===== src/rtl/com_pkg.sv =====
// Shared definitions for the com test-frame generator.
//   - fixed INFO / DATA header bytes
//   - payload mode codes
//   - FSM state encoding
//   - LFSR seed, tap mask and single-step helper
package com_pkg;

   localparam logic [7:0] INFO_HDR0 = 8'h66;
   localparam logic [7:0] INFO_HDR1 = 8'hBB;
   localparam logic [7:0] DATA_HDR0 = 8'h55;
   localparam logic [7:0] DATA_HDR1 = 8'hAA;
   localparam logic [7:0] DATA_HDR2 = 8'hFF;

   localparam logic [1:0] MODE_INC   = 2'd0;
   localparam logic [1:0] MODE_CONST = 2'd1;
   localparam logic [1:0] MODE_LFSR  = 2'd2;
   localparam logic [1:0] MODE_WALK  = 2'd3;

   localparam logic [7:0] LFSR_SEED = 8'h01;
   // Low-order terms of x^8+x^6+x^5+x^4+1; folded in when x^8 overflows.
   localparam logic [7:0] LFSR_TAPS = 8'h71;

   typedef enum logic [2:0] {
      StIdle,
      StWait,
      StInfo,
      StGInfo,
      StData,
      StGData,
      StDone
   } state_e;

   // Galois step: multiply by x modulo the generator polynomial.
   function automatic logic [7:0] lfsr8_step(input logic [7:0] s);
      return {s[6:0], 1'b0} ^ (s[7] ? LFSR_TAPS : 8'h00);
   endfunction

endpackage


===== src/rtl/com_lfsr8.sv =====
// 8-bit Galois LFSR used for the pseudo-random payload.
//   clk, rst_n : clock, asynchronous active-low reset (loads the seed)
//   en_i       : advance one step
//   reseed_i   : reload the seed (wins over en_i)
//   q_o        : current LFSR value
module com_lfsr8
   import com_pkg::*;
(
   input  logic       clk,
   input  logic       rst_n,
   input  logic       en_i,
   input  logic       reseed_i,
   output logic [7:0] q_o
);

   logic [7:0] lfsr_q;

   always_ff @(posedge clk or negedge rst_n) begin
      if (!rst_n) begin
         lfsr_q <= LFSR_SEED;
      end else if (reseed_i) begin
         lfsr_q <= LFSR_SEED;
      end else if (en_i) begin
         lfsr_q <= lfsr8_step(lfsr_q);
      end
   end

   assign q_o = lfsr_q;

endmodule


===== src/rtl/com_pattern_gen.sv =====
// Test-frame generator for the com transmit path. Each frame writes one INFO packet and
// then one DATA packet per enabled channel into the tx frame RAM.
//   clk, rst_n     : clock, asynchronous active-low reset
//   fs             : frame start request (level; must drop before the next frame)
//   fd             : high while the finished frame waits for fs to drop
//   abort          : synchronous abort back to the wait state
//   mode           : payload pattern, latched at frame start
//   chan_mask      : channel enables, latched at frame start
//   ram_data_txa/d : RAM write address / data
//   ram_data_txen  : write valid; ram_data_txrdy completes the write on a clock edge
//   frame_seq      : sequence number carried by the next frame
module com_pattern_gen
   import com_pkg::*;
#(
   parameter int unsigned   CHAN_NUM   = 6,
   parameter int unsigned   INFO_NUM   = 16,
   parameter int unsigned   DATA_NUM   = 100,
   parameter int unsigned   AW         = 15,
   parameter logic [AW-1:0] INFO_BASE  = AW'(15'h0100),
   parameter logic [AW-1:0] DAT_BASE   = AW'(15'h1000),
   parameter logic [AW-1:0] DAT_STRIDE = AW'(15'h1200)
) (
   input  logic                clk,
   input  logic                rst_n,
   input  logic                fs,
   output logic                fd,
   input  logic                abort,
   input  logic [1:0]          mode,
   input  logic [CHAN_NUM-1:0] chan_mask,
   output logic [AW-1:0]       ram_data_txa,
   output logic [7:0]          ram_data_txd,
   output logic                ram_data_txen,
   input  logic                ram_data_txrdy,
   output logic [7:0]          frame_seq
);

   localparam logic [15:0] InfoLast = 16'(INFO_NUM - 1);
   localparam logic [15:0] DataLast = 16'(DATA_NUM - 1);

   state_e              state_q;
   logic [2:0]          ch_q;
   logic [15:0]         cnt_q;
   logic [1:0]          mode_q;
   logic [CHAN_NUM-1:0] mask_q;
   logic [7:0]          seq_q;
   logic [AW-1:0]       txa_q;
   logic [7:0]          txd_q;
   logic                txen_q;
   logic                fd_q;

   logic [7:0]  lfsr_q;
   logic [7:0]  lfsr_adv;
   logic        lfsr_en;
   logic        lfsr_reseed;
   logic [2:0]  first_ch;
   logic [2:0]  next_ch;
   logic        next_ok;
   logic [15:0] cnt_nxt;
   logic [7:0]  info_nxt;
   logic [7:0]  data_nxt;

   function automatic logic [AW-1:0] info_addr(input logic [15:0] k);
      logic [31:0] a;
      a = 32'(INFO_BASE) + 32'(k);
      return a[AW-1:0];
   endfunction

   function automatic logic [AW-1:0] data_addr(input logic [2:0] c, input logic [15:0] k);
      logic [31:0] a;
      a = 32'(DAT_BASE) + 32'(c) * 32'(DAT_STRIDE) + 32'(k);
      return a[AW-1:0];
   endfunction

   com_lfsr8 u_lfsr (
      .clk      (clk),
      .rst_n    (rst_n),
      .en_i     (lfsr_en),
      .reseed_i (lfsr_reseed),
      .q_o      (lfsr_q)
   );

   assign lfsr_reseed = (state_q == StWait) && fs && !abort;
   assign lfsr_en     = (state_q == StData) && ram_data_txrdy && (cnt_q >= 16'd4) && !abort;

   // Lowest enabled channel of the incoming mask, and next enabled channel above ch_q.
   always_comb begin
      first_ch = 3'd0;
      next_ch  = 3'd0;
      next_ok  = 1'b0;
      for (int i = int'(CHAN_NUM) - 1; i >= 0; i--) begin
         if (chan_mask[i]) begin
            first_ch = 3'(i);
         end
         if (mask_q[i] && (i > int'(ch_q))) begin
            next_ok = 1'b1;
            next_ch = 3'(i);
         end
      end
   end

   // Byte to present after the current one is accepted.
   always_comb begin
      cnt_nxt  = cnt_q + 16'd1;
      // Payload acceptance advances the LFSR, so the following byte sees its successor.
      lfsr_adv = (cnt_q >= 16'd4) ? lfsr8_step(lfsr_q) : lfsr_q;

      info_nxt = 8'(cnt_nxt) + 8'h10;
      case (cnt_nxt)
         16'd0:   info_nxt = INFO_HDR0;
         16'd1:   info_nxt = INFO_HDR1;
         16'd2:   info_nxt = seq_q;
         16'd3:   info_nxt = 8'(mask_q);
         default: ;
      endcase

      data_nxt = DATA_HDR0;
      case (cnt_nxt)
         16'd0: data_nxt = DATA_HDR0;
         16'd1: data_nxt = DATA_HDR1;
         16'd2: data_nxt = DATA_HDR2;
         16'd3: data_nxt = {5'd0, ch_q} + 8'd1;
         default: begin
            unique case (mode_q)
               MODE_INC:   data_nxt = 8'(cnt_nxt) + 8'h20 + {1'b0, ch_q, 4'h0};
               MODE_CONST: data_nxt = 8'hA5;
               MODE_LFSR:  data_nxt = lfsr_adv;
               MODE_WALK:  data_nxt = 8'h01 << (cnt_nxt[2:0] - 3'd4);
            endcase
         end
      endcase
   end

   always_ff @(posedge clk or negedge rst_n) begin
      if (!rst_n) begin
         state_q <= StIdle;
         ch_q    <= 3'd0;
         cnt_q   <= 16'd0;
         mode_q  <= MODE_INC;
         mask_q  <= '0;
         seq_q   <= 8'd0;
         txa_q   <= '0;
         txd_q   <= 8'd0;
         txen_q  <= 1'b0;
         fd_q    <= 1'b0;
      end else if (abort && (state_q != StIdle)) begin
         // Frame is dropped as-is; RAM keeps whatever was already written.
         state_q <= StWait;
         txen_q  <= 1'b0;
         fd_q    <= 1'b0;
      end else begin
         unique case (state_q)
            StIdle: state_q <= StWait;

            StWait: begin
               fd_q <= 1'b0;
               if (fs) begin
                  state_q <= StInfo;
                  mode_q  <= mode;
                  mask_q  <= chan_mask;
                  ch_q    <= first_ch;
                  cnt_q   <= 16'd0;
                  txen_q  <= 1'b1;
                  txa_q   <= info_addr(16'd0);
                  txd_q   <= INFO_HDR0;
               end
            end

            StInfo: begin
               if (ram_data_txrdy) begin
                  if (cnt_q == InfoLast) begin
                     state_q <= StGInfo;
                     txen_q  <= 1'b0;
                     cnt_q   <= 16'd0;
                  end else begin
                     cnt_q <= cnt_nxt;
                     txa_q <= info_addr(cnt_nxt);
                     txd_q <= info_nxt;
                  end
               end
            end

            StGInfo: begin
               if (mask_q != '0) begin
                  state_q <= StData;
                  txen_q  <= 1'b1;
                  txa_q   <= data_addr(ch_q, 16'd0);
                  txd_q   <= DATA_HDR0;
               end else begin
                  state_q <= StDone;
                  fd_q    <= 1'b1;
                  seq_q   <= seq_q + 8'd1;
               end
            end

            StData: begin
               if (ram_data_txrdy) begin
                  if (cnt_q == DataLast) begin
                     state_q <= StGData;
                     txen_q  <= 1'b0;
                     cnt_q   <= 16'd0;
                  end else begin
                     cnt_q <= cnt_nxt;
                     txa_q <= data_addr(ch_q, cnt_nxt);
                     txd_q <= data_nxt;
                  end
               end
            end

            StGData: begin
               if (next_ok) begin
                  state_q <= StData;
                  ch_q    <= next_ch;
                  txen_q  <= 1'b1;
                  txa_q   <= data_addr(next_ch, 16'd0);
                  txd_q   <= DATA_HDR0;
               end else begin
                  state_q <= StDone;
                  fd_q    <= 1'b1;
                  seq_q   <= seq_q + 8'd1;
               end
            end

            StDone: begin
               // A frame only restarts after fs has been seen low.
               if (!fs) begin
                  state_q <= StWait;
                  fd_q    <= 1'b0;
               end
            end

            default: state_q <= StIdle;
         endcase
      end
   end

   assign fd            = fd_q;
   assign ram_data_txa  = txa_q;
   assign ram_data_txd  = txd_q;
   assign ram_data_txen = txen_q;
   assign frame_seq     = seq_q;

endmodule


===== config.mk =====
export PLATFORM = sky130hd
export DESIGN_NAME = com_pattern_gen
export DESIGN_NICKNAME = d
export VERILOG_FILES = /design/src/rtl/com_pkg.sv /design/src/rtl/com_lfsr8.sv /design/src/rtl/com_pattern_gen.sv
export SDC_FILE = /design/constraint.sdc
export NUM_CORES = 1
export LEC_CHECK = 0
export BUFFER_PORTS_ARGS = -buffer_cell sky130_fd_sc_hd__buf_2
export CAP_MARGIN = 15
export CORE_UTILIZATION = 45
export CTS_CLUSTER_SIZE = 40
export DETAILED_ROUTE_END_ITERATION = 16
export MAX_ROUTING_LAYER = met4
export PLACE_DENSITY = 0.65
export SYNTH_ARGS = -nofsm -noshare
export SYNTH_HDL_FRONTEND = slang
export SYNTH_SLANG_ARGS = --single-unit
export TNS_END_PERCENT = 20

===== constraint.sdc =====
create_clock -name clk -period 9.6 [get_ports clk]
set_input_delay 0.96 -clock clk [delete_from_list [all_inputs] [get_ports clk]]
set_output_delay 0.96 -clock clk [all_outputs]
set_load 0.005 [all_outputs]

# After elaboration in Yosys (flattened, before gate mapping)
# Index checks and enable logic that the tools add are counted.
word_totals:
  out_inout_bits: 33
  elab_cells: 173
  in_bits: 13
  register_bits: 71
classes:
  add_sub_neg: 11
  multipliers: 2
  n_shift: 1
  mux: 75
  bitwise: 2
  reduce_logical: 32
  magnitude_cmp: 6
  eq_ne: 33
op_table:
  columns: ["cell", "count"]
  rows:
  - ["2-to-1 mux 15 bit", 7]
  - ["2-to-1 mux 8 bit", 12]
  - ["one-hot mux 8 bit (4 select lines)", 3]
  - ["2-to-1 mux 16 bit", 5]
  - ["one-hot mux 15 bit (5 select lines)", 1]
  - ["2-to-1 mux 3 bit", 20]
  - ["one-hot mux 16 bit (3 select lines)", 1]
  - ["one-hot mux 8 bit (5 select lines)", 1]
  - ["equality test 16 x 2 -> 1 bit, second input constant", 2]
  - ["adder 13 x 15 -> 15 bit, first input constant", 2]
  - ["inequality test 3 bit, second input constant", 7]
  - ["one-hot mux 3 bit (7 select lines)", 1]
  - ["inequality test 2 bit, second input constant", 9]
  - ["2-to-1 mux 1 bit", 17]
  - ["adder 16 x 1 -> 16 bit, second input constant", 1]
  - ["equality test 16 x 1 -> 1 bit, second input constant", 1]
  - ["equality test 16 x 4 -> 1 bit, second input constant", 1]
  - ["equality test 16 x 7 -> 1 bit, second input constant", 1]
  - ["greater-or-equal comparator 16 x 3 -> 1 bit, second input constant", 1]
  - ["zero test 16 bit", 1]
  - ["one-hot mux 8 bit (2 select lines)", 1]
  - ["adder 15 bit", 1]
  - ["adder 9 x 15 -> 15 bit, first input constant", 1]
  - ["multiplier 3 x 4 -> 6 bit, second input constant", 2]
  - ["38 further kinds", 63]

# Logic depth before layout (Yosys ltp)
# Gate-level depths: netlist (run 1).
logic_depth:
  depth_word: 11
  mapped_depth: 14
  mapped_depth_nobuf: 13

# Cells and area by module
# Synthesis (run 1) repeated with hierarchy kept, for this count alone.
unflattened:
  cells_unflattened: 653
  hier_area_um2: 5496.5
by_module_without_submodules:
  columns: ["mod", "instances", "area_per_inst_um2", "cells_each", "seq_area_each_um2"]
  rows:
  - ["com_pattern_gen", 1, 5147.4, 623, 1576.5]
  - ["com_lfsr8", 1, 349.1, 30, 201.4]

# Least setup slack after synthesis (run 1)
# OpenSTA, ideal clock, no wires.
synth_path:
  kind: "reg2reg"
  start: "register cnt_q[1]"
  end: "register txd_q[7] (netlist: ram_data_txd[7])"
  required_ns: 9.484
  arrival_ns: 3.036
  synth_period_minus_slack_ns: 3.152
  stages_incl_launch_ff: 13
  setup_time_ns: 0.116
  slack_ns: 6.448
  path_buffers: 0
  path_cell_list: "dfrtp_1 ha_1 nand4_4 or2_2 xor2_1 inv_1 ha_1 fa_1 xnor2_1 xnor2_1 a21oi_1 a21oi_1 o311ai_0"
synth_between:
  elab_chain_len: 8
  word_cells_on_any_way: 25
  classes_between: "add/sub (5); order compare (1); eq/ne (7); shift (1); mux (9); reduce/logical (2)"
synth_lines:
  columns: ["element", "line", "source"]
  rows:
  - ["from (decl)", "com_pattern_gen.sv:42", "logic [15:0] cnt_q;"]
  - ["from (signal assigned)", "com_pattern_gen.sv:175", "cnt_q <= cnt_nxt;"]
  - ["from (signal assigned)", "com_pattern_gen.sv:202", "cnt_q <= cnt_nxt;"]
  - ["adder 16 x 1 -> 16 bit", "com_pattern_gen.sv:103", "cnt_nxt = cnt_q + 16'd1;"]
  - ["adder 8 x 6 -> 8 bit / subtractor 3 bit (equally long branches)", "com_pattern_gen.sv:124, com_pattern_gen.sv:127", null]
  - ["adder 8 x 7 -> 8 bit / << shifter 1 x 3 -> 8 bit (equally long branches)", "com_pattern_gen.sv:124, com_pattern_gen.sv:127", null]
  - ["one-hot mux 8 bit (4 select lines)", "com_pattern_gen.sv:123", "unique case (mode_q)"]
  - ["one-hot mux 8 bit (4 select lines)", "com_pattern_gen.sv:117", "case (cnt_nxt)"]
  - ["2-to-1 mux 8 bit", "com_pattern_gen.sv:197", "if (cnt_q == DataLast) begin"]
  - ["2-to-1 mux 8 bit", "com_pattern_gen.sv:196", "if (ram_data_txrdy) begin"]
  - ["one-hot mux 8 bit (5 select lines)", "com_pattern_gen.sv:151", "unique case (state_q)"]
  - ["to (signal assigned)", "com_pattern_gen.sv:177", "txd_q <= info_nxt;"]
  - ["to (signal assigned)", "com_pattern_gen.sv:204", "txd_q <= data_nxt;"]
  - ["to (decl)", "com_pattern_gen.sv:47", "logic [7:0] txd_q;"]
# Several ways; a longest one is shown, not always the timed one. The select of a mux whose other input is x is not followed.
# A chain may end at the register's enable or synchronous reset.

# Worst setup path after layout (run 1)
layout_path:
  start: "register cnt_q[0]"
  end: "register txd_q[7] (netlist: ram_data_txd[7])"
# The elaborated chain is that of the path after synthesis.

==> results by group, run 1 <==
Detailed routing
  – DR pass1 iterations: 11
  – Via-per-instance ratio: 6.28
  – DRT iter0 DRCs: 446
  – Final ANT Viol Nets: 0
  – Via count: around 5000
  – Wirelength per Cell: 20.5 microns
  – DRC errors left: 4
  – Routed wire length: 16400 microns

Pwr
  – Power Dens Cells: 268 mW/mm^2
  – Maximum vdd drop: 138 uV
  – Leakage power: approximately 2.8 nW

Floorplan
  – Die span in y: about 110 microns
  – Initial core utilization: 46.8%
  – I/O pins: 46
  – Core area: 0.0116 sq mm
  – Die area: between 0.01 and 0.015 sq mm
  – Row count: 39
  – Die Width: roughly 110 microns

STA
  – Min Tclk post-route: 3.98 ns
  – Slew HR: 38.5%
  – TNS Setup: 0 ns
  – Setup ws final: 5.62 ns
  – Worst Skew: about 0.005 ns
  – Final hold violations: 0
  – RSZ-0062 raised after global routing: no
  – Max Fclk: 251 MHz
  – Setup Viol. Count Final: 0
  – Fin crit share: between 40% and 50%
  – Slew Limit Fails: 0
  – WHS: 0.470 ns
  – Actual slew at the worst max-slew pin: 0.923 ns

Place
  – IO buf count: between 40 and 50
  – Post-DP HPWL: 11900 microns
  – Worst slack at placement: 5.59 ns
  – Placed Area: ~0.0057 sq mm
  – Placer Congestion: 0.980

Global routing
  – Total gr overflow: 0
  – Initial antenna violation count: 0
  – Largest net degree at the start of global routing: 72
  – Vias in the first global route: 4770
  – Tot GR Track Use: 28.4%
  – First-pass GRT wire length: 26400 microns

Setup path
  – Slowest stage delay, CP: about 0.7 ns
  – Setup crit end kind: flop
  – CP Max Fanout: 16
  – Crit start category: flop
  – Critical path class: flop to flop
  – Worst Path Arrival: 4.21 ns
  – Cell at the slowest stage of the critical path: ha_1
  – Worst path buffer plus inverter count: 1
  – Crit path max-delay family: adder cells
  – CP cell instances: ha_1 > nand4_4 > or2_2 > xor2_1 > inv_1 > ha_1 > fa_1 > xnor2_1 > xnor2_1 > a21oi_1 > a21oi_1 > o311ai_0
  – Req. time, crit path: roughly 9.8 ns

Synth
  – Syn. warnings: 0
  – Leading area contributor after synthesis: dfrtp_1
  – Mapped cell area: around 0.0054 sq mm
  – Most used flip-flop cell after synthesis: dfrtp_1
  – Yosys top cell area share: 32.4%
  – Post-synth EDFFs: 0
  – Unique masters post-synth: 76
  – Area contributors post-synth: dfrtp_1 (32%), ha_1 (5.8%), nand2_1 (5.7%)
  – Top cells by count, synth: nand2_1 (82), dfrtp_1 (70), nor2_1 (52)
  – Avg Cell Area, Syn: 8.47 sq um
  – Syn_nets: 679
  – Most frequent cell after synthesis: nand2_1
  – Yosys reg bits: 71
  – Post-Syn Instances: approximately 640
  – Sequential share of the synthesized area: between 30% and 40%
  – Asr flop ratio synth: between 90% and 100%

Clock network
  – Worst-skew pair later-pin latency: roughly 0.34 ns
  – Setup Buffers After CTS: 0
  – H-tree depth: 3
  – CTS-repair resized insts: 0
  – Num CTS Buffers: 9
  – Hold Buf Count CTS: 0
  – Reg clk slew, reported paths: about 0.06 ns
  – Clk sink count: 71
  – Clock tree buffer depth: 2
  – Clock Root Buffer: clkbuf_16
  – CTS tree: done

Outcome
  – Failing checks: design-rule violations
  – Status: complete, but fails checks

Flow run
  – Max Cap Viol: 0

Cells and area
  – ANT cells: 0
  – Final Core Density: approximately 51%
  – Area added between synthesis and finish: 9.43%
  – Share of cells above drive strength 1: between 10% and 20%
  – Nets@finish: 694
  – Post-route cell area: 0.00592 sq mm

Min path
  – Hold WC Path Type: flop to flop
==> placed cells by master (no fill, tap or decap), types with 5 or more instances in the layout <==
master,count
nand2_1,82
dfrtp_1,70
nor2_1,52
buf_2,45
a21oi_1,36
o21ai_0,31
inv_1,28
ha_1,25
o31ai_1,24
xnor2_1,23
mux2i_1,17
xor2_1,14
nor3_1,14
nand3_1,13
nor4_1,12
nand4_1,12
a211oi_1,10
clkbuf_16,9
a22oi_1,8
nor2b_1,7
nor3_2,6
o22ai_1,6
and3_1,6
a21o_1,6
or3_1,6
a211o_1,6
nand2b_1,5
a22o_1,5
==> sequential cells by signal (all words and copies together), names as in the netlist <==
| signal | flops |
|---|---|
| ch_q | 3 |
| frame_seq | 8 |
| mode_q | 2 |
| fd | 1 |
| ram_data_txen | 1 |
| u_lfsr.q_o | 8 |
| mask_q | 6 |
| ram_data_txd | 8 |
| cnt_q | 16 |
| ram_data_txa | 15 |
| state_q | 3 |
==> layer usage <==
layer | global-route usage (%) | part of all wire [%] | wire, microns | up-vias
li1 | - | - | - | 2354
met1 | 37.4 | 46 | 7480 | 2446
met3 | 4.30 | 5.8 | 953 | 36
met2 | 43.4 | 45 | 7450 | 185
met4 | 12.4 | 3.2 | 532 | 0
met5 | - | 0 | 0 | -
==> where the power goes <==
group,leakage [nW],internal [mW],switching (mW)
sequential,0.947,0.364,0.127
combinational,1.70,0.281,0.509
clock,0.134,0.178,0.128
==> tightest hold or removal path: stages (launching register included) <==
cell and delay (ns):
dfrtp_1 0.34, nand2_1 0.05, o31ai_1 0.05
==> cell families (layout without fill, tap and decap cells) <==
| family | after synthesis | count (layout) | synth area share, % |
|---|---|---|---|
| and+or+nand+nor | 236 | 236 | 22.7 |
| DFF | 71 | 71 | 32.8 |
| xor gates and xnor gates | 37 | 37 | 5.99 |
| buffers and inverters | 74 | 92 | 5.59 |
| muxes | 21 | 21 | 3.98 |
| adders and majority gates | 27 | 27 | 6.52 |
| AOI/OAI and AO/OA | 173 | 173 | 22.4 |
==> path summary, 6_finish.rpt <==
kind	from	end	slack, ns	cells after the start
worst max-delay path	cnt_q[0]$_DFFE_PN0P_	ram_data_txd[7]$_DFFE_PN0P_	5.62	12
worst min-delay path	ram_data_txa[5]$_DFFE_PN0P_	ram_data_txa[5]$_DFFE_PN0P_	0.47	2
worst max register to register	cnt_q[0]$_DFFE_PN0P_	ram_data_txd[7]$_DFFE_PN0P_	5.62	12
worst min register to register	ram_data_txa[5]$_DFFE_PN0P_	ram_data_txa[5]$_DFFE_PN0P_	0.47	2
max in group asynchronous	rst_n	ch_q[1]$_DFFE_PN0P_	8.16	2
min in group asynchronous	rst_n	cnt_q[14]$_DFFE_PN0P_	0.81	2
==> through the flow <==
stage	power, mW	cells
3_3_place_gp	1.26	786
5_1_grt	1.69	800
6_report	1.59	800
4_1_cts	1.58	800
2_1_floorplan	1.02	639
3_5_place_dp	1.27	786
==> cell type report <==
cell class	instances	area [sq um]
Fill cell	1112	5640
Multi-Input combinational cell	494	3340
Sequential cell	71	1780
Timing Repair Buffer	49	255
Clock buffer	10	239
Tap cell	143	179
Inverter	29	109
Clock inverter	4	23.8
Note: power is estimated with default switching activity, not from simulation.
==> run 2: changes to the inputs <==
clock period = 3.8 ns   (was 9.6 ns; I/O delays follow)
==> results by group, run 2 (synthesis results as in run 1) <==
STA
  – Final hold violations: 0
  – Setup Viol. Count Final: 0
  – Setup ws final: 0.468 ns
  – Slew HR: roughly a third
  – Worst Skew: approximately 0.0069 ns
  – Slew Limit Fails: 0
  – Fin crit share: 87.7%
  – TNS Setup: 0 ns
  – Min Tclk post-route: ~3.3 ns
  – Actual slew at the worst max-slew pin: 1.02 ns
  – RSZ-0062 raised after global routing: no
  – Max Fclk: 300 MHz

Clock network
  – CTS tree: done
  – Clock Root Buffer: clkbuf_16
  – Hold Buf Count CTS: 0
  – Clock tree buffer depth: 2
  – Num CTS Buffers: 9
  – CTS-repair resized insts: 0
  – H-tree depth: 3
  – Worst-skew pair later-pin latency: 0.35 ns
  – Clk sink count: 71
  – Reg clk slew, reported paths: 0.06 ns
  – Setup Buffers After CTS: 0

Setup path
  – Worst Path Arrival: 3.57 ns
  – Req. time, crit path: around 4.0 ns
  – CP cell instances: nand3_4 > nor4_4 > xnor2_1 > inv_1 > ha_1 > fa_1 > a21o_1 > a21oi_1 > xnor2_1 > a21oi_1 > o21ai_0 > a22o_1
  – Crit path max-delay family: compound AO/OA/AOI/OAI gates
  – Crit start category: flop
  – Critical path class: flop to flop
  – Slowest stage delay, CP: 0.65 ns
  – Cell at the slowest stage of the critical path: dfrtp_1
  – CP Max Fanout: 12
  – Worst path buffer plus inverter count: 1
  – Setup crit end kind: flop

Global routing
  – First-pass GRT wire length: 26700 microns
  – Tot GR Track Use: between 20% and 30%
  – Largest net degree at the start of global routing: 45
  – Total gr overflow: 0
  – Initial antenna violation count: 0
  – Vias in the first global route: about 4900

Outcome
  – Failing checks: design-rule violations
  – Status: complete, but fails checks

Place
  – Worst slack at placement: approximately 0.51 ns
  – Placer Congestion: 0.965
  – IO buf count: between 40 and 50
  – Post-DP HPWL: 12400 microns

Cells and area
  – Area added between synthesis and finish: 11.2%
  – Most common cell after layout, fill and taps aside: nand2_1
  – Max FFs per register: 16
  – Largest Register: cnt_q
  – Nets@finish: slightly above 700
  – ANT cells: 0
  – Share of cells above drive strength 1: 16.0%
  – Most frequent cells in the layout: nand2_1 (82), dfrtp_1 (70), nor2_1 (52), buf_2 (45), a21oi_1 (36)

Detailed routing
  – Routed wire length: 16600 microns
  – Via-per-instance ratio: 6.27
  – DRC errors left: 4
  – Final ANT Viol Nets: 0
  – DRT iter0 DRCs: 425
  – Via count: 5097
  – DR pass1 iterations: 11
  – Wirelength per Cell: 20.4 microns

Floorplan
  – Die area: roughly 0.012 sq mm
  – I/O pins: 46
  – Core area: 0.0116 sq mm
  – Die Width: roughly 110 microns
  – Die span in y: 112 microns
  – Row count: 39
  – Initial core utilization: 46.8%

Min path
  – Hold WC Path Type: primary input to async pin

Pwr
  – Maximum vdd drop: 425 uV
  – Leakage power: between 2 and 3 nW
  – Power Dens Cells: approximately 670 mW/mm^2

Flow run
  – Max Cap Viol: 0
run 2: changes by cell type in the layout (fill, tap and decap cells not counted), sizes merged:
cell      before  now
clkbuf        10   12
clkinv         5    2
buf           49   61
clkinvlp       0    2
run 2: layout make-up:
type,count,area [sq um]
clock buffers,12,246
fillers,1138,5550
clock inverters,3,20.0
flip-flops and latches,71,1780
multi-input cells,494,3340
inverters,29,109
repair buffers,61,345
well taps,143,179
run 2: routing by layer:
metal | share of wire (%) | GRT usage, % | vias to the layer above
met4 | 2.7 | 12.6 | 0
li1 | - | - | 2384
met3 | 6.2 | 4.68 | 44
met5 | 0 | - | -
met2 | 46 | 43.9 | 213
met1 | 45 | 37.3 | 2456
run 2: worst reg2reg max path, stage by stage (launching register included):
cell and delay (ns):
dfrtp_1 0.65, nand3_4 0.20, nor4_4 0.33, xnor2_1 0.25, inv_1 0.18, ha_1 0.25, fa_1 0.41, a21o_1 0.17
a21oi_1 0.23, xnor2_1 0.09, a21oi_1 0.13, o21ai_0 0.10, a22o_1 0.21
run 2: final timing paths:
path                                                   from                      endpoint  slack [ns]  cells past startpoint
min in group clk                                    mode[1]         mode_q[1]$_DFFE_PN0P_        0.23                      3
max in group asynchronous                             rst_n     u_lfsr.q_o[0]$_DFFE_PN1P_        2.61                      2
worst max-delay path                   cnt_q[2]$_DFFE_PN0P_  ram_data_txa[13]$_DFFE_PN0P_        0.47                     12
worst max register to register         cnt_q[2]$_DFFE_PN0P_  ram_data_txa[13]$_DFFE_PN0P_        0.47                     12
worst min-delay path                                  rst_n         cnt_q[10]$_DFFE_PN0P_        0.20                      1
worst min register to register  ram_data_txa[5]$_DFFE_PN0P_   ram_data_txa[5]$_DFFE_PN0P_        0.48                      2
run 2: power by group:
group | leakage (nW) | internal (mW) | switching [mW]
clock | 0.125 | 0.455 | 0.322
combinational | 1.75 | 0.743 | 1.35
sequential | 0.947 | 0.921 | 0.264
run 2: through the flow:
step	power, mW	utilization [%]	std cells	hold slack [ns]	instance area, sq um
after global routing	4.30	52.0	813	0.242	6020
after detailed placement	3.23	49.7	798	0.465	5750
final	4.05	52.0	813	0.201	6020
after global placement	3.21	49.7	798	0.460	5750
after CTS	4.02	52.0	813	0.223	6020
after floorplan	2.56	-	639	0.0844	5410
==> run 3: changes to the inputs <==
==> constraint.sdc (replaced) <==
create_clock -name clk -period 3.8 [get_ports clk]
set_input_delay 0.57 -clock clk [delete_from_list [all_inputs] [get_ports clk]]
set_output_delay 0.57 -clock clk [all_outputs]
set_load 0.005 [all_outputs]
==> results by group, run 3 (synthesis results as in run 1) <==
Setup path
  – Crit path max-delay family: adder cells
  – Worst Path Arrival: between 3 and 4 ns
  – Crit start category: flop
  – CP cell instances: ha_1 > nand4_4 > or2_2 > xor2_1 > buf_4 > inv_1 > ha_1 > fa_1 > xnor2_1 > xnor2_1 > a21oi_1 > a21oi_1 > o311ai_0
  – Req. time, crit path: ~4.0 ns
  – Critical path class: flop to flop
  – CP Max Fanout: 7
  – Slowest stage delay, CP: 0.47 ns
  – Worst path buffer plus inverter count: 2
  – Setup crit end kind: flop
  – Cell at the slowest stage of the critical path: fa_1

Detailed routing
  – DRT iter0 DRCs: 575
  – DR pass1 iterations: 11
  – Via count: roughly 5100
  – Final ANT Viol Nets: 0
  – Via-per-instance ratio: ~6.2
  – DRC errors left: 4
  – Wirelength per Cell: 20.2 microns
  – Routed wire length: 16400 microns

Pwr
  – Maximum vdd drop: 415 uV
  – Power Dens Cells: slightly below 700 mW/mm^2
  – Leakage power: 2.84 nW

Place
  – IO buf count: 45
  – Placer Congestion: 0.943
  – Post-DP HPWL: 12100 microns
  – Worst slack at placement: 0.483 ns

Cells and area
  – Share of cells above drive strength 1: 16.1%
  – Largest Register: cnt_q
  – ANT cells: 0
  – Max FFs per register: 16
  – Area added between synthesis and finish: 11.6%
  – Most common cell after layout, fill and taps aside: nand2_1
  – Nets@finish: about 710
  – Most frequent cells in the layout: nand2_1 (82), dfrtp_1 (70), nor2_1 (52), buf_2 (45), a21oi_1 (36)

STA
  – Setup Viol. Count Final: 0
  – Max Fclk: 300 MHz
  – Setup ws final: around 0.47 ns
  – Fin crit share: 87.7%
  – Final hold violations: 0
  – Slew HR: 31.7%
  – Actual slew at the worst max-slew pin: a little over 1 ns
  – Worst Skew: about 0.0070 ns
  – TNS Setup: 0 ns
  – Slew Limit Fails: 0
  – Min Tclk post-route: 3.33 ns
  – RSZ-0062 raised after global routing: no

Floorplan
  – Die area: 0.0125 sq mm
  – Row count: 39
  – Die span in y: ~110 microns
  – Initial core utilization: 46.8%
  – I/O pins: 46
  – Core area: roughly 0.012 sq mm
  – Die Width: 112 microns

Outcome
  – Status: complete, but fails checks
  – Failing checks: design-rule violations

Clock network
  – Hold Buf Count CTS: 0
  – Clock Root Buffer: clkbuf_16
  – Num CTS Buffers: 9
  – CTS tree: done
  – Clk sink count: 71
  – H-tree depth: 3
  – CTS-repair resized insts: 0
  – Reg clk slew, reported paths: 0.06 ns
  – Clock tree buffer depth: 2
  – Setup Buffers After CTS: 0
  – Worst-skew pair later-pin latency: 0.35 ns

Flow run
  – Max Cap Viol: 0

Global routing
  – Initial antenna violation count: 0
  – Vias in the first global route: 4680
  – Tot GR Track Use: 28.2%
  – First-pass GRT wire length: between 20000 and 30000 microns
  – Largest net degree at the start of global routing: 44
  – Total gr overflow: 0

Min path
  – Hold WC Path Type: primary input to async pin
[run 3: cell types whose count changed in the layout (fill, tap and decap cells not counted)]
cell | previous run | this run
clkbuf_8 | 1 | 0
buf_4 | 16 | 17
bufinv_16 | 0 | 1
clkinvlp_4 | 2 | 1
clkinv_2 | 1 | 2
[run 3: cell type report]
class	count	area, sq um
Tap cell	143	179
Clock buffer	11	233
Sequential cell	71	1780
Clock inverter	4	47.5
Multi-Input combinational cell	494	3340
Fill cell	1122	5530
Timing Repair Buffer	62	353
Inverter	29	109
[run 3: path summary, 6_finish.rpt]
kind	slack, ns	startpoint	depth (start not counted)	endpoint
min in group clk	0.41	mode[1]	3	mode_q[1]$_DFFE_PN0P_
max in group asynchronous	2.41	rst_n	2	u_lfsr.q_o[0]$_DFFE_PN1P_
setup reg to reg	0.47	cnt_q[1]$_DFFE_PN0P_	13	ram_data_txd[7]$_DFFE_PN0P_
hold / removal	0.40	rst_n	1	cnt_q[10]$_DFFE_PN0P_
hold reg to reg	0.47	ram_data_txa[7]$_DFFE_PN0P_	2	ram_data_txa[7]$_DFFE_PN0P_
setup / recovery	0.47	cnt_q[1]$_DFFE_PN0P_	13	ram_data_txd[7]$_DFFE_PN0P_
[run 3: power breakdown]
| group | total (mW) | switching (mW) | leakage (nW) | internal [mW] |
|---|---|---|---|---|
| Clock | 0.826 | 0.324 | 0.135 | 0.502 |
| Combinational | 2.08 | 1.34 | 1.76 | 0.745 |
| Sequential | 1.19 | 0.273 | 0.947 | 0.920 |
[run 3: through the flow]
stage	power, mW	utilization (%)	area [sq um]	cells	hold slack (ns)
floorplan	2.56	-	5410	639	0.274
global placement	3.22	49.8	5760	799	0.458
detailed placement	3.24	49.8	5760	799	0.463
CTS	4.08	52.2	6040	814	0.403
global route	4.35	52.2	6040	814	0.411
finish	4.10	52.2	6040	814	0.396
[run 3: routing by layer]
metal	wire (microns)	share of wire, %	GRT usage, %	vias to the layer above
met5	0	0	-	-
met3	1100	6.7	5.50	30
met4	370	2.2	10.3	0
li1	-	-	-	2386
met1	7620	46	38.5	2457
met2	7350	45	41.4	212
